### src/rtl/tbcm_rr_arbiter.sv
// Round-robin arbiter producing a registered one-hot select for tbcm_mux.
// Optional binary index output enabled by defining TBCM_RR_ARBITER_INDEX_EN.
module tbcm_rr_arbiter #(
  parameter int unsigned ENTRIES = 2,
  localparam int unsigned INDEX_WIDTH = $clog2(ENTRIES)
) (
  input  logic                   i_clk,
  input  logic                   i_rst_n,
  input  logic [ENTRIES-1:0]     i_request,
  input  logic                   i_free,
  output logic [ENTRIES-1:0]     o_grant,
  output logic                   o_valid
`ifdef TBCM_RR_ARBITER_INDEX_EN
  ,
  output logic [INDEX_WIDTH-1:0] o_index
`endif
);

  typedef enum logic {
    IDLE,
    GRANTED
  } state_t;

  state_t                 state_q, state_d;
  logic [ENTRIES-1:0]     grant_d;
  logic [INDEX_WIDTH-1:0] ptr_q, ptr_d;
  logic [INDEX_WIDTH-1:0] cur_idx;
  logic [INDEX_WIDTH-1:0] free_ptr;
  logic                   releasing;
  logic [INDEX_WIDTH-1:0] scan_start;
  logic [ENTRIES-1:0]     scan_req;
  logic                   win_found;
  logic [INDEX_WIDTH-1:0] win_idx;
  logic [ENTRIES-1:0]     win_onehot;

  always_comb begin
    cur_idx = '0;
    for (int unsigned i = 0; i < ENTRIES; i++) begin
      if (o_grant[i]) cur_idx = INDEX_WIDTH'(i);
    end
  end

  assign free_ptr = INDEX_WIDTH'((32'(cur_idx) + 32'd1) % ENTRIES);

  // On release the scan starts past the current winner and excludes it,
  // so the freed requester only wins again when nobody else is asking.
  always_comb begin
    releasing  = (state_q == GRANTED) && i_free;
    scan_start = releasing ? free_ptr : ptr_q;
    scan_req   = releasing ? (i_request & ~o_grant) : i_request;
  end

  always_comb begin
    int unsigned pos;
    pos        = 0;
    win_found  = 1'b0;
    win_idx    = '0;
    win_onehot = '0;
    for (int unsigned i = 0; i < ENTRIES; i++) begin
      pos = (32'(scan_start) + i) % ENTRIES;
      if (!win_found && scan_req[pos]) begin
        win_found = 1'b1;
        win_idx   = INDEX_WIDTH'(pos);
      end
    end
    if (win_found) win_onehot[win_idx] = 1'b1;
  end

  always_comb begin
    state_d = state_q;
    grant_d = o_grant;
    ptr_d   = ptr_q;
    case (state_q)
      IDLE: begin
        grant_d = '0;
        if (win_found) begin
          grant_d = win_onehot;
          state_d = GRANTED;
        end
      end
      GRANTED: begin
        if (i_free) begin
          ptr_d = free_ptr;
          if (win_found) begin
            grant_d = win_onehot;
          end else if ((i_request & o_grant) != '0) begin
            grant_d = o_grant;
          end else begin
            grant_d = '0;
            state_d = IDLE;
          end
        end
      end
      default: begin
        grant_d = '0;
        state_d = IDLE;
      end
    endcase
  end

  always_ff @(posedge i_clk or negedge i_rst_n) begin
    if (!i_rst_n) begin
      state_q <= IDLE;
      o_grant <= '0;
      o_valid <= 1'b0;
      ptr_q   <= '0;
    end else begin
      state_q <= state_d;
      o_grant <= grant_d;
      o_valid <= |grant_d;
      ptr_q   <= ptr_d;
    end
  end

`ifdef TBCM_RR_ARBITER_INDEX_EN
  logic [INDEX_WIDTH-1:0] index_d;

  always_comb begin
    index_d = '0;
    for (int unsigned i = 0; i < ENTRIES; i++) begin
      if (grant_d[i]) index_d = INDEX_WIDTH'(i);
    end
  end

  always_ff @(posedge i_clk or negedge i_rst_n) begin
    if (!i_rst_n) begin
      o_index <= '0;
    end else if (|grant_d) begin
      o_index <= index_d;
    end
  end
`endif

endmodule

### config.mk
export PLATFORM = sky130hd
export DESIGN_NAME = tbcm_rr_arbiter
export DESIGN_NICKNAME = d
export VERILOG_FILES = /design/src/rtl/tbcm_rr_arbiter.sv
export SDC_FILE = /design/constraint.sdc
export NUM_CORES = 1
export LEC_CHECK = 0
export ABC_AREA = 1
export BUFFER_PORTS_ARGS = -buffer_cell sky130_fd_sc_hd__buf_2
export CAP_MARGIN = 20
export CORE_AREA = 5 5 42 44
export CTS_BUF_LIST = sky130_fd_sc_hd__clkbuf_8
export DETAILED_ROUTE_END_ITERATION = 6
export DIE_AREA = 0 0 47 49
export PLACE_DENSITY = 0.44
export SYNTH_ARGS = -nofsm -noshare
export SYNTH_HDL_FRONTEND = slang
export SYNTH_SLANG_ARGS = --single-unit
### constraint.sdc
create_clock -name i_clk -period 1.4 [get_ports i_clk]
set_input_delay 0.07 -clock i_clk [delete_from_list [all_inputs] [get_ports i_clk]]
set_output_delay 0.07 -clock i_clk [all_outputs]
set_load 0.05 [all_outputs]
# After elaboration in Yosys (flattened, before gate mapping)
# Index checks and enable logic that the tools add are counted.
# Widths: inputs -> output; s select.
# totals
reg_bits	5
input_bits	5
out_inout_bits	3
# classes
add_sub_neg	2
order_cmp	4
muxes	23
bitwise_logic	4
n_reduce_logical	7
# ops
operator	count
$mux 1	15
$mux 2	5
$lt 1x2->1 const B	3
$and 2x2->2	2
$pmux 2 s2	1
$logic_and 1x1->1	3
$add 1x1->1 const B	2
$not 2->2	1
$pmux 1 s2	1
$reduce_and 2->1	1
$reduce_bool 2->1	1
$reduce_or 2->1	1
$demux 1 s1	1
$ge 1x1->1 const B	1
$logic_not 1->1	1
$not 1->1	1

# Longest topological paths before layout
# Gate-level depths: netlist of the first run.
# depth
depth_word	17
ltp_mapped	9
mapped_depth_nobuf	9

# Worst setup path before layout of the first run
# Ideal clock, no wire load.
# synth_timing
path_type	reg2reg
startpoint	register o_grant[0]
endpoint	register o_valid
setup_ns	0.120
t_arrival_ns	1.241
path_slack_ns	0.039
stages_incl_launch_ff	8
n_path_buf	0
period_less_slack_ns	1.361
path_cell_list	dfrtp_1 > nand3_1 > nand2_1 > nand2_2 > a21oi_1 > nor2_1 > nor2_2 > nand2_1
# synth_between
elab_chain_len	17
elab_cells_between_ends	26
classes_between	order compare: 2; mux: 16; bitwise: 3; reduce/logical: 5
# synth_rtl
element	line	source
from (decl)	11	output logic [ENTRIES-1:0] o_grant,
from (signal assigned)	109	o_grant <= grant_d;
$not 2->2	50	scan_req = releasing ? (i_request & ~o_grant) : i_request;
$and 2x2->2	50	
$mux 2	50	
$mux 1 (not written as such) (2 in a row)	61	if (!win_found && scan_req[pos]) begin
$mux 1	61	
$logic_not 1->1	61	
$logic_and 1x1->1	61	
$mux 1	61	
$lt 1x2->1 (not written as such) / $ge 1x1->1 (equally long branches)	66	if (win_found) win_onehot[win_idx] = 1'b1;
$logic_and 1x1->1 (not written as such)	66	
$mux 1 (not written as such)	66	
$demux 1 s1	66	
$mux 2	84	if (win_found) begin
$mux 2	82	if (i_free) begin
$pmux 2 s2 *	73	case (state_q)
$reduce_or 2->1 *	110	o_valid <= |grant_d;
to (signal assigned)	110	
to (decl)	12	output logic o_valid
# Mark *: on every way between the ends. The rest lies on a longest branch, timed or not. The select of a mux whose other input is x is not followed.
# A chain may end at the register's enable or synchronous reset.

# Worst setup path in the final report of the first run
# layout_timing
startpoint	register state_q
endpoint	register o_valid
# layout_between
elab_chain_len	16
elab_cells_between_ends	25
classes_between	add/sub: 1; order compare: 2; mux: 16; bitwise: 1; reduce/logical: 5
# layout_rtl
element	line	source
from (decl)	24	state_t state_q, state_d;
from (signal assigned)	108	state_q <= state_d;
$logic_and 1x1->1	48	releasing = (state_q == GRANTED) && i_free;
$mux 2 / $mux 1 (equally long branches)	50, 49	
$mux 1 (not written as such) (2 in a row)	61	
$mux 1	61	
$logic_not 1->1	61	
$logic_and 1x1->1	61	
$mux 1	61	
$lt 1x2->1 (not written as such) / $ge 1x1->1 (equally long branches)	66	
$logic_and 1x1->1 (not written as such)	66	
$mux 1 (not written as such)	66	
$demux 1 s1	66	
$mux 2	84	
$mux 2	82	
$pmux 2 s2 *	73	
$reduce_or 2->1 *	110	
# Marked as above.

==> metrics.md, run 1 <==
| Metric | Value |
|---|---|
| Clock buffer depth | `2` |
| PortBufs | `7` |
| Run status | `completed` |
| Routability cong. | `between 0.7 and 0.8` |
| CTS tree | `done` |
| First-pass GRT wire length | `between 1000 and 1500 um` |
| Largest stage delay, worst path | `~440 ps` |
| Critical-path maximum fanout | `6` |
| Pwr per Cell Area | `roughly 2300 nW/um^2` |
| Drt wl/cell | `between 9 and 10 um` |
| Diode count | `0` |
| Die ar. | `2303 sq um` |
| Core Region | `between 1000 and 1500 sq um` |
| Largest net degree at the start of global routing | `8` |
| Crit path launch type | `register` |
| Clk_lat worst skew | `220 ps` |
| Final min period | `1206 ps` |
| Worst slew margin | `0.8327` |
| RR Endpoint | `o_valid` |
| Max_cap viols | `0` |
| Hold Crit Class | `input port to async pin` |
| Layout cells sized above 1 | `0.2963` |
| Endpoint type of the worst setup path | `register` |
| Layout area overhead | `34.44%` |
| Crit path DAT | `1310 ps` |
| Final #Nets | `60` |
| Fmax | `around 830 MHz` |
| RSZ-0062 raised after global routing | `false` |
| Final Setup Violations | `0` |
| Reg2Reg Depth | `9` |
| Max H-tree Level | `1` |
| Yosys Warn Count | `0` |
| IR drop worst, VDD | `between 0.8 and 0.9 mV` |
| Initial Util | `0.2152` |
| Crit path depth | `9` |
| Row count | `14` |
| WL final | `around 630 um` |
| Hpwl dp | `~520 um` |
| Clock-pin slew on the worst setup and hold paths | `roughly 40 ps` |
| TritonCTS buffer count | `3` |
| Final hold vios | `0` |
| Die height | `~49 um` |
| Synth top area cells | `dfrtp_1 41%, nand2_1 19%, nand3_1 8.3%` |
| Worst Skew | `~3.4 ps` |
| Initial DRC count | `5` |
| CTS root buffer | `clkbuf_8` |
| Num ports | `8` |
| Post-synth top area cell | `dfrtp_1` |
| Syn Inst Count | `43` |
| Initial DRT Pass Iterations | `4` |
| Gr usage total | `0.06582` |
| Beginning of the worst register-to-register path | `state_q` |
| Syn_area_per_cell | `7.013 sq um` |
| CP Data Required Time | `about 1500 ps` |
| Hold buffers post-CTS | `1` |
| Syn Nets | `48` |
| Inst Count DP | `65` |
| Cts repair resizes | `0` |
| Number of global-route vias before repair | `roughly 260` |
| Post-CTS setup repair buffer count | `0` |
| Fin crit share | `0.8616` |
| Via count | `between 200 and 300` |
| Post-synth top area share | `0.4149` |
| WP buf/inv | `1` |
| Seq cells post-synth | `5` |
| Slowest-stage cell, CP | `dfrtp_1` |
| Synth unique cells | `13` |
| Worst path most repeated cell | `nand2_1` |
| Die Width | `between 40 and 50 um` |
| CP Capture Point | `o_valid` |
| DRC Markers | `0` |
| Vias/cell | `just over 4` |
| WS Path Type | `register to register` |
| Worst setup path start | `state_q` |
| TNS Setup | `0 ps` |
| GR Overflow Total | `0` |
| Slew @ Worst Pin | `approximately 250 ps` |
| Post-Syn Area | `just over 300 sq um` |
| Post-route insts no fill | `70` |
| Seq/Total Area, Yosys | `0.4149` |
| Pleak | `about 0.23 nW` |
| CP cell instances | `nand3_2, nand2_2, inv_2, nand2_1, nand2_1, nand2_1, nand2_1, nand2_1, nand2_1` |
| Clk sinks | `5` |
| Fin. max-slew vios | `0` |
| Antenna violations before repair | `0` |
| Crit-path leading delay family | `simple AND/OR/NAND/NOR gates` |
| R2R setup slack | `190 ps` |
| Post-route ant nets | `0` |
final cells by class:
class | count | area, sq um
Sequential cell | 5 | 125.1
Clock buffer | 3 | 41.29
Inverter | 6 | 22.52
Timing Repair Buffer | 8 | 45.04
Tap cell | 16 | 20.02
Clock inverter | 1 | 5.005
Fill cell | 163 | 996.0
Multi-Input combinational cell | 31 | 146.4
cell usage in the layout (no fill, tap or decap):
master | Yosys | layout
o21bai_1 | 1 | 1
inv_1 | 5 | 5
nand3_2 | 1 | 1
dfrtp_1 | 5 | 5
nand2_1 | 15 | 15
nand3_1 | 5 | 5
a21oi_1 | 2 | 2
dlygate4sd3_1 | 0 | 1
buf_2 | 0 | 7
inv_2 | 1 | 1
clkbuf_8 | 0 | 3
nand2_2 | 2 | 2
nor2_2 | 1 | 1
a21boi_0 | 1 | 1
nor2_1 | 3 | 3
clkinv_2 | 0 | 1
power breakdown:
part | switching, mW | total [mW] | internal (mW) | leakage (nW)
combinational | 0.302 | 0.417 | 0.115 | 0.151
sequential | 0.0529 | 0.261 | 0.208 | 0.0551
clock | 0.0732 | 0.264 | 0.191 | 0.0255
worst min path at each step:
stage | from | to | slack [ps] | depth (start not counted)
3_3_place_gp | i_rst_n | o_grant[1] | -110 | 1
2_1_floorplan | i_rst_n | o_grant[0] | -230 | 0
6_report | i_rst_n | o_valid | 190 | 2
3_5_place_dp | i_rst_n | o_grant[1] | -110 | 1
5_1_grt | i_rst_n | o_valid | 210 | 2
4_1_cts | i_rst_n | o_valid | 190 | 2
flip-flops by register name, summed over array words and instances, names as in the netlist:
name and count:
ptr_q 1, o_grant 2, state_q 1, o_valid 1
routing by layer:
layer / wire length [um] / track usage / vias to the layer above
li1: - / - / 154
met1: 275 / 0.07366 / 121
met2: 306 / 0.09276 / 5
met3: 39 / 0.02583 / 4
met4: 12 / 0.05530 / 0
met5: 0 / 0 / -
cells in the mapped netlist:
cell and instances:
o21bai_1 1, a21oi_1 2, nand3_1 5, nand3_2 1, a21boi_0 1, buf_4 1, inv_1 5, nand2_1 15
dfrtp_1 5, nor2_1 3, nor2_2 1, nand2_2 2, inv_2 1
logic make-up (layout without fill, tap and decap cells):
| group | after synthesis | after routing | synth area share |
|---|---|---|---|
| simple gates | 27 | 27 | 0.4025 |
| buf+inv | 7 | 18 | 0.09959 |
| flops | 5 | 5 | 0.4149 |
| compound gates | 4 | 4 | 0.08301 |
worst reg2reg max path: cells and delay by family (launching register included):
family | cells | cell delay (ps)
flops | 1 | 440
simple gates | 8 | 600
buf+inv | 1 | 40
stage by stage:
step / util / hold slack [ps] / instance area, sq um / total power [mW] / worst slack (ps)
finish: 0.2893 / 190.8 / 405.4 / 0.9419 / 193.7
global route: 0.2893 / 213.2 / 405.4 / 1.013 / 44.73
CTS: 0.2893 / 188.3 / 405.4 / 0.9559 / 191.8
detailed placement: 0.2491 / -108.8 / 349.1 / 0.6809 / 196.3
global placement: 0.2491 / -107.9 / 349.1 / 0.6868 / 163.0
floorplan: - / -225.6 / 301.5 / 0.6039 / 39.08
No activity file was read; power rests on OpenSTA's default activity.
==> run 2, diff against run 1 <==
--- a/config.mk
+++ b/config.mk
@@ -8,10 +8,10 @@
 export ABC_AREA = 1
 export BUFFER_PORTS_ARGS = -buffer_cell sky130_fd_sc_hd__buf_2
 export CAP_MARGIN = 20
-export CORE_AREA = 5 5 42 44
+export CORE_AREA = 2 2 39 41
 export CTS_BUF_LIST = sky130_fd_sc_hd__clkbuf_8
 export DETAILED_ROUTE_END_ITERATION = 6
-export DIE_AREA = 0 0 47 49
+export DIE_AREA = 0 0 41 43
 export PLACE_DENSITY = 0.44
 export SYNTH_ARGS = -nofsm -noshare
 export SYNTH_HDL_FRONTEND = slang
==> metrics.md, run 2 (synthesis gave the netlist of run 1 again) <==
| Metric | Value |
|---|---|
| Largest net degree at the start of global routing | `8 (unchanged)` |
| Cell area after placement | `349.1 sq um (unchanged)` |
| Fin crit share | `0.8711 (+0.009474)` |
| Core Region | `1384 sq um (-1.2%)` |
| Uppermost layer routed | `met3` |
| Initial DRC count | `6 (+1)` |
| CP Data Required Time | `1510 ps (about the same)` |
| Antenna violations before repair | `0 (unchanged)` |
| Die ar. | `1763 sq um (-23%)` |
| CTS tree | `done` |
| Commonest cells after routing, fill and taps aside | `15 x nand2_1, 7 x buf_2, 6 x inv_1` |
| Critical-path maximum fanout | `6 (unchanged)` |
| Met2 WL | `306 um (unchanged)` |
| Die height | `43 um (-12%)` |
| Run status | `completed` |
| First-pass GRT wire length | `1152 um (+8.5%)` |
| Number of global-route vias before repair | `315 (+20%)` |
| Crit path launch type | `register` |
| Worst Skew | `2.895 ps (-0.5232 ps)` |
| Slew @ Worst Pin | `247.6 ps (-5.132 ps)` |
| Final Util | `0.2920 (+0.002757)` |
| TritonCTS buffer count | `3 (unchanged)` |
| Layout cells sized above 1 | `0.2778 (-0.01852)` |
| Register area | `125.1 sq um (unchanged)` |
| Hold Crit Class | `input port to async pin` |
| Routability cong. | `0.7189 (-4.6%)` |
| Post-CTS setup repair buffer count | `0 (unchanged)` |
| RSZ-0062 raised after global routing | `false` |
| Pwr per Cell Area | `2314 nW/um^2 (-0.42%)` |
| M1 WL | `312 um (+13%)` |
| Worst path most repeated cell | `nand2_1` |
| Switching share of power | `0.4535 (-0.0006719)` |
| PortBufs | `7 (unchanged)` |
| Fin. max-slew vios | `0 (unchanged)` |
| Fmax | `820.0 MHz (-1.1%)` |
| Total power draw | `935.0 uW (-0.73%)` |
| Die Width | `41 um (-13%)` |
| Area of the multi-input gates | `146.4 sq um (unchanged)` |
| Switch Pwr | `424.0 uW (-0.88%)` |
| DRC Markers | `0 (unchanged)` |
| Post-route ant nets | `0 (unchanged)` |
| TNS Setup | `0 ps (unchanged)` |
| WS Path Type | `register to register` |
| Fillers | `157 (-3.7%)` |
| Clock buffer depth | `2 (unchanged)` |
| Worst slew margin | `0.8361 (+0.003398)` |
| Drt wl/cell | `9.557 um (+5.5%)` |
| Crit path DAT | `1330 ps (+20 ps)` |
| Pleak | `0.2329 nW (+0.61%)` |
| IR drop worst, VDD | `0.6976 mV (-19%)` |
| Gr usage total | `0.1028 (+0.03701)` |
| Met3 routed WL | `50 um (+28%)` |
| WL final | `669 um (+5.5%)` |
| Layout area overhead | `34.03%` |
| CP cell instances | `nand3_2, nand2_2, inv_2, nand2_1, nand2_1, nand2_1, nand2_1, nand2_1, nand2_1` |
| Clock-pin slew on the worst setup and hold paths | `40 ps (about the same)` |
| Largest Register | `o_grant` |
| Final #Nets | `60 (unchanged)` |
| Endpoint type of the worst setup path | `register` |
| Vias/cell | `4.357 (+7.4%)` |
| Diode count | `0 (unchanged)` |
| Final hold vios | `0 (unchanged)` |
| Slowest-stage cell, CP | `dfrtp_1` |
| Clock share of power | `0.276 (-0.005)` |
| P_int | `511.0 uW (-0.61%)` |
| Commonest non-fill, non-tap cell in the layout | `nand2_1` |
| Num ports | `8 (unchanged)` |
| Final min period | `1220 ps (+13.26 ps)` |
| Row count | `14 (unchanged)` |
| Post-route insts no fill | `70 (unchanged)` |
| Clk_lat worst skew | `220 ps (about the same)` |
| Hpwl dp | `545.7 um (+4.9%)` |
| CTS root buffer | `clkbuf_8` |
| Clk sinks | `5 (unchanged)` |
| Via count | `305 (+7.4%)` |
| Largest stage delay, worst path | `450 ps (about the same)` |
| Initial Util | `0.2179 (+0.002724)` |
| Final instance area | `404.1 sq um (-0.31%)` |
| Combinational share of power | `0.445 (+0.003)` |
| Max H-tree Level | `1 (unchanged)` |
| Inst Count DP | `65 (unchanged)` |
| GR Overflow Total | `0 (unchanged)` |
| Max_cap viols | `0 (unchanged)` |
| Sequential power share | `0.279 (+0.002)` |
| Final Setup Violations | `0 (unchanged)` |
| Largest register FFs | `2 (unchanged)` |
| Initial DRT Pass Iterations | `4 (unchanged)` |
run 2: cell type report:
class,instances,area share
well taps,16,0.04954
inverters,6,0.05573
multi-input cells,31,0.3622
repair buffers,8,0.1115
flip-flops and latches,5,0.3096
clock inverters,1,0.009288
clock buffers,3,0.1022
run 2: final timing paths:
| kind | from | endpoint | slack [ps] | cells after the start |
|---|---|---|---|---|
| min in group i_clk | i_free | ptr_q | 210 | 3 |
| setup reg to reg | state_q | o_valid | 180 | 9 |
| setup / recovery | state_q | o_valid | 180 | 9 |
| max in group asynchronous | i_rst_n | o_grant[1] | 1070 | 2 |
| hold / removal | i_rst_n | ptr_q | 190 | 2 |
| hold reg to reg | ptr_q | ptr_q | 540 | 2 |
run 2: worst max-delay path: cells and delay by family (launching register included):
kind          cells  cell delay [ps]
buf+inv           1               40
flops             1              450
simple gates      8              620
run 2: power groups by stage:
| stage | registers (mW) | clock network, mW | logic (mW) |
|---|---|---|---|
| global placement | 0.263 | 0 | 0.418 |
| detailed placement | 0.263 | 0 | 0.419 |
| floorplan | 0.350 | 0 | 0.254 |
| global route | 0.271 | 0.287 | 0.463 |
| CTS | 0.261 | 0.267 | 0.423 |
| finish | 0.260 | 0.259 | 0.416 |
run 2: timing repair:
item,in CTS,in global routing
endpoints found under the hold margin,5,0
resized for setup,0,0
hold buffers,1,0
endpoints found under the setup margin,0,0
run 2: stage by stage:
step	hold slack (ps)	setup slack (ps)
after global placement	-107.4	172.6
after global routing	227.8	57.50
after CTS	191.7	154.5
after detailed placement	-106.3	155.9
after floorplan	-225.6	39.08
final	193.8	180.5
run 2: routing by layer:
layer,GRT usage,up-vias
li1,-,155
met3,0.06283,0
met2,0.1563,9
met4,0.06000,0
met1,0.1010,141
met5,0,-
